`config.mk`:
```
export PLATFORM = sky130hd
export DESIGN_NAME = traffic_light_ctrl
export DESIGN_NICKNAME = d
export VERILOG_FILES = /design/src/rtl/traffic_light_ctrl.sv
export SDC_FILE = /design/constraint.sdc
export NUM_CORES = 1
export LEC_CHECK = 0
export CORE_MARGIN = 5
export CORE_UTILIZATION = 52
export DETAILED_ROUTE_END_ITERATION = 8
export PLACE_DENSITY = 0.75
export SLEW_MARGIN = 40
export SYNTH_ARGS = -nofsm -noshare
export SYNTH_HDL_FRONTEND = slang
export SYNTH_SLANG_ARGS = --single-unit
```
`constraint.sdc`:
```
create_clock -name clk -period 2.65 [get_ports clk]
set_input_delay 0.795 -clock clk [delete_from_list [all_inputs] [get_ports clk]]
set_output_delay 0.795 -clock clk [all_outputs]
set_load 0.02 [all_outputs]
```
`src/rtl/traffic_light_ctrl.sv`:
```
// traffic_light_ctrl
//   Two-road intersection controller. Sequences the north-south and east-west
//   heads through green, yellow and all-red clearance on a prescaled time base.
//   A latched pedestrian request shortens the running green and stretches the
//   next all-red into a walk interval. Night mode substitutes a flashing
//   pattern (ns yellow / ew red), entered and left only through all-red.
// Ports
//   clk            : single clock, rising edge
//   reset          : synchronous, active low
//   ped_req        : pedestrian button (level or single-cycle pulse)
//   night_mode     : flashing-operation request
//   ns_green/yellow/red, ew_green/yellow/red : signal heads (registered)
//   walk           : pedestrian walk lamp (registered)
//   cnt            : ticks left in the current phase, 0 = last tick
module traffic_light_ctrl #(
  parameter int CNT_W     = 4,
  parameter int TICK_DIV  = 1,
  parameter int GREEN_T   = 9,
  parameter int YELLOW_T  = 2,
  parameter int RED_CLR_T = 1,
  parameter int WALK_T    = 6,
  parameter int PED_SHORT = 3
) (
  input  logic             clk,
  input  logic             reset,
  input  logic             ped_req,
  input  logic             night_mode,
  output logic             ns_green,
  output logic             ns_yellow,
  output logic             ns_red,
  output logic             ew_green,
  output logic             ew_yellow,
  output logic             ew_red,
  output logic             walk,
  output logic [CNT_W-1:0] cnt
);

  localparam int PW = (TICK_DIV > 1) ? $clog2(TICK_DIV) : 1;

  localparam logic [2:0] S_NSG   = 3'd0;
  localparam logic [2:0] S_NSY   = 3'd1;
  localparam logic [2:0] S_AR1   = 3'd2;
  localparam logic [2:0] S_EWG   = 3'd3;
  localparam logic [2:0] S_EWY   = 3'd4;
  localparam logic [2:0] S_AR2   = 3'd5;
  localparam logic [2:0] S_FLASH = 3'd6;

  localparam logic [CNT_W-1:0] C_GREEN = CNT_W'(GREEN_T - 1);
  localparam logic [CNT_W-1:0] C_YEL   = CNT_W'(YELLOW_T - 1);
  localparam logic [CNT_W-1:0] C_RED   = CNT_W'(RED_CLR_T - 1);
  localparam logic [CNT_W-1:0] C_WALK  = CNT_W'(WALK_T - 1);
  localparam logic [CNT_W-1:0] C_SHORT = CNT_W'(PED_SHORT);

  // lamp vector order: {ns_green, ns_yellow, ns_red, ew_green, ew_yellow, ew_red}
  localparam logic [5:0] L_ALLRED = 6'b001_001;

  logic [2:0]       state_q, state_d;
  logic [CNT_W-1:0] cnt_q, cnt_d;
  logic [PW-1:0]    presc_q, presc_d;
  logic             ped_pend_q, ped_pend_d;
  logic             walk_q, walk_d;
  logic             flash_q, flash_d;
  logic [5:0]       lamp_q, lamp_d;
  logic             tick, is_green;

  assign tick     = (presc_q == PW'(TICK_DIV - 1));
  assign is_green = (state_q == S_NSG) || (state_q == S_EWG);

  always_comb begin
    presc_d    = tick ? '0 : presc_q + PW'(1);
    state_d    = state_q;
    cnt_d      = cnt_q;
    walk_d     = walk_q;
    flash_d    = flash_q;
    ped_pend_d = ped_pend_q | ped_req;

    if (tick) begin
      if (state_q == S_FLASH) begin
        if (!night_mode) begin
          state_d = S_AR2;
          cnt_d   = C_RED;
          flash_d = 1'b0;
        end else begin
          flash_d = ~flash_q;
        end
      end else if (cnt_q != '0) begin
        // A request seen this very cycle already counts, so a one-cycle
        // pulse trims the green at the tick that samples it.
        if (is_green && (ped_pend_q || ped_req) && (cnt_q > C_SHORT))
          cnt_d = C_SHORT;
        else
          cnt_d = cnt_q - CNT_W'(1);
      end else begin
        unique case (state_q)
          S_NSG: begin state_d = S_NSY; cnt_d = C_YEL; end
          S_EWG: begin state_d = S_EWY; cnt_d = C_YEL; end
          S_NSY, S_EWY: begin
            // Walk takes the request pending before this cycle; a press in
            // this cycle waits for the next crossing.
            state_d    = (state_q == S_NSY) ? S_AR1 : S_AR2;
            walk_d     = ped_pend_q;
            ped_pend_d = ped_req;
            cnt_d      = ped_pend_q ? C_WALK : C_RED;
          end
          default: begin
            walk_d = 1'b0;
            if (night_mode) begin
              state_d = S_FLASH;
              cnt_d   = '0;
              flash_d = 1'b1;
            end else begin
              state_d = (state_q == S_AR1) ? S_EWG : S_NSG;
              cnt_d   = C_GREEN;
            end
          end
        endcase
      end
    end

    if (state_d == S_FLASH) ped_pend_d = 1'b0;

    // Lamps are decoded from the next state so they are registered outputs.
    unique case (state_d)
      S_NSG:   lamp_d = 6'b100_001;
      S_NSY:   lamp_d = 6'b010_001;
      S_EWG:   lamp_d = 6'b001_100;
      S_EWY:   lamp_d = 6'b001_010;
      S_FLASH: lamp_d = {1'b0, flash_d, 3'b000, flash_d};
      default: lamp_d = L_ALLRED;
    endcase
  end

  always_ff @(posedge clk) begin
    if (!reset) begin
      state_q    <= S_AR2;
      cnt_q      <= C_RED;
      presc_q    <= '0;
      ped_pend_q <= 1'b0;
      walk_q     <= 1'b0;
      flash_q    <= 1'b0;
      lamp_q     <= L_ALLRED;
    end else begin
      state_q    <= state_d;
      cnt_q      <= cnt_d;
      presc_q    <= presc_d;
      ped_pend_q <= ped_pend_d;
      walk_q     <= walk_d;
      flash_q    <= flash_d;
      lamp_q     <= lamp_d;
    end
  end

  assign {ns_green, ns_yellow, ns_red, ew_green, ew_yellow, ew_red} = lamp_q;
  assign walk = walk_q;
  assign cnt  = cnt_q;

endmodule

```
==> summary.md <==
The run gives 50 as the number of DRC markers after the initial detailed-route iteration. The maximum clock frequency was 448.9 MHz; the worst-case setup slack after placement was 118.4 ps. For the worst vdd rail ir drop, the log shows 0.0005343 V.

Using the TritonRoute via totals, the vias-per-cell ratio works out to 5.850. The tools report the effective utilization at floorplan as 53.42%. The number of setup violations in the final report is 0. Dividing the detail-routed wire length by the instance count gives 13.47 µm. The number of setup buffers added after CTS is 0. In this run the deepest clock path goes through 2 buffers.

Among all stages on the critical path, the largest delay is contributed by clkdlybuf4s50_1. The count of nets left with antenna violations after detail routing is 0. The synthesis-to-finish area growth is 17.98%, and the number of antenna violations at the first check in global routing is 0. The congestion estimate from routability-driven global placement came to 0.8915. The first global-routing pass estimated 3588 µm of wire. The distinct cell type count after synthesis was 46. The final critical-path share of the clock period works out to 84.06%. The overall global routing resource usage was 16.98%.

Sorting the synthesized cells by area gives the leading types as dfxtp_1 (33%), o311ai_4 (5.2%), nor2_1 (4.1%). The logs give 0 for the count of endpoints failing hold in the final timing report and 519.3 ps for the hold slack. The run gives 1 as the number of levels in the clock H-tree.

The signal on the critical path passes through clkdlybuf4s50_1. In this run, synthesis inferred 0 flip-flops with an integrated enable. The number of gates resized after CTS was 0. The clock network burns 12.3% of the power. The analysis attributes to cell leakage a power of 0.4648 nW. The run gives 4.651 ps as the final setup skew. The flow ran to the end, and the final reports show no timing, DRC or antenna violations. Summing all placed instances gives a cell area of 1171 µm². After detailed routing, the number of remaining DRC violations is 0. Data arrives at the worst endpoint at 1430 ps. Core box area: 1902 µm². The category of cells accounting for the largest share of critical-path delay is buffers and inverters. The number of hold buffers added after CTS was 0. Detailed placement ended at an HPWL of 1548 µm.

For the pin with the worst max-slew slack, the measured transition is 581.8 ps. Counting the buffers created by CTS gives 3. The clock sink count was 17; the final non-filler cell area was 1199 µm².

For the total via count after detailed routing, the log shows 936. In the layout the commonest cells are dfxtp_1 (17), clkdlybuf4s50_1 (14), nor2_1 (11). The fraction of layout cells with a size suffix above 1 was 12.03%; the worst slew margin relative to its limit was 61.16%. Setup repair after global routing left no endpoint under its margin.

Entering global routing, the biggest net connects 18 pins. The run gives 2938 µm² as the area of the die. In the synthesized netlist the dominant register cell turns out to be dfxtp_1. For the worst setup path, the data required time is 1860 ps. Power spread over the standard cell area amounts to 978.5 nW/µm². The number of nets in the synthesized netlist is 126. The run gives 34.9% as the sequential share of power. In this run, the combinational gates consume 52.8% of the power.

The horizontal extent of the die was 54.20 µm. Height of the die: 54.20 µm. The switching power share of the total is 43.26%, and the number of global-route vias before repair is 793. The number of fill cells in the layout is 169, and the setup slack of the critical path after layout is 422.5 ps. After the last flow step, the layout net total stands at 139. After global routing the overflow that remains totals 0. The final core utilization is 63.03%. The path type of the worst setup path is register to output port.

The buffer cell driving the clock tree root is clkbuf_4. The clock period could shrink to 2228 ps. The buffers plus inverters on the worst setup path was 1. The synthesized design contains 17 register bits.

Cell type with the highest aggregate area in the netlist: dfxtp_1. Clock-pin slew was measured on the worst setup and hold paths at 110 ps. Across the run, the number of max-cap violations was 0. The kind of path behind the tightest hold check is register to register.

Number of warnings reported in the yosys synthesis log: 0. The run gives 4 as the first-pass iteration count of the detailed router. The max-slew violation count is 0. The type of destination of the critical path was an output port. The maximum single-stage delay on the critical path is 660 ps, and the mapped cell area is 1016 µm². In this run the core area contains 16 standard-cell rows.

The setup check on the worst reg-to-reg path leaves a slack of 530 ps. The post-synthesis instance total came out at 121. For the worst-skew pair, the clock arrives at the later sink with an insertion delay of 300 ps. Leaving out fill and tap cells, the most frequent cell in the layout is dfxtp_1. The number of antenna diodes in the final layout is 0. The top-area cell type share of the netlist area came out at 33.50%. During I/O placement, the number of pins put on the boundary was 15. Proportion of register bits with asynchronous set or reset after synthesis: 0%. Kind of start point of the critical path: a register. Buffers placed on the I/O ports in this run total 14.

The maximum fanout encountered on the critical timing path works out to 8. Final-layout setup total negative slack: 0 ps. The final wirelength is 2155 µm. The switching power was 0.5074 mW. Cell internal power was estimated by the tool at 0.6655 mW. TritonCTS built the clock tree. In this run the mean area of a mapped cell was 8.396 µm².

After synthesis, flip-flops and latches occupy 33.50% of the total area.
==> Yosys cell counts, types with 2 or more instances <==
library cell	count
o21a_1	2
dfxtp_1	17
o21ai_0	7
nand2_1	7
o41ai_1	2
a31oi_1	3
o311ai_4	2
nand3_1	2
and4_1	2
nand2b_1	3
a211oi_1	2
nor2_1	11
and2_1	3
xor2_1	3
inv_1	7
a21oi_1	7
nor2b_1	3
nor4_1	2
buf_1	3
clkbuf_1	5
nor3_1	3
==> flip-flops by register name, summed over array words and instances, names as in the netlist <==
| register | flops |
|---|---|
| walk | 1 |
| state_q | 3 |
| lamp_q | 6 |
| ped_pend_q | 1 |
| presc_q | 1 |
| cnt | 4 |
| flash_q | 1 |
==> worst paths after layout <==
check	start	endpoint	cells after the start
worst min register to register	walk$_SDFFE_PN0P_	walk$_SDFFE_PN0P_	2
worst max register to register	cnt[0]$_SDFFE_PN0P_	lamp_q[4]$_SDFF_PN0_	6
worst min-delay path	walk$_SDFFE_PN0P_	walk$_SDFFE_PN0P_	2
worst max-delay path	cnt[3]$_SDFFE_PN0P_	cnt[3]	1
==> area by class of cell <==
class,instances,area (µm²),share of cell area [%]
tap,27,33.78,2.818
sequential,17,340.3,28.39
clock inverter,1,5.005,0.4175
timing repair buffer,17,162.7,13.57
multi-input combinational,88,608.1,50.73
inverter,7,26.28,2.192
clock buffer,3,22.52,1.879
==> power by group through the flow <==
stage                     Sequential [mW]  Clock, mW  Combinational (mW)
after CTS                           0.408      0.149               0.618
final                               0.409      0.144               0.619
after global placement              0.413          0               0.604
after floorplan                     0.411          0               0.457
after global routing                0.422      0.161               0.679
after detailed placement            0.414          0               0.615
==> cells by family after synthesis <==
group	count (synthesis)	share of synthesized area (%)
and+or+nand+nor	44	24.63
AOI/OAI and AO/OA	36	27.71
DFF	17	33.50
buffers and inverters	16	6.651
xor gates and xnor gates	4	3.449
muxes	2	2.463
adders and majority gates	1	1.231
other	1	0.3691
==> per-layer routing <==
metal	GRT usage (%)	share of wire (%)	up-vias
li1	-	-	461
met1	23.55	46	443
met2	24.70	46	27
met3	3.601	5.7	5
met4	7.884	1.9	0
met5	0	0	-
==> metrics by stage <==
stage / power [mW] / std cells
after floorplan: 0.8679 / 121
after global placement: 1.017 / 156
after detailed placement: 1.028 / 156
after CTS: 1.174 / 160
after global routing: 1.262 / 160
final: 1.173 / 160
(Power assumes the default switching activity.)
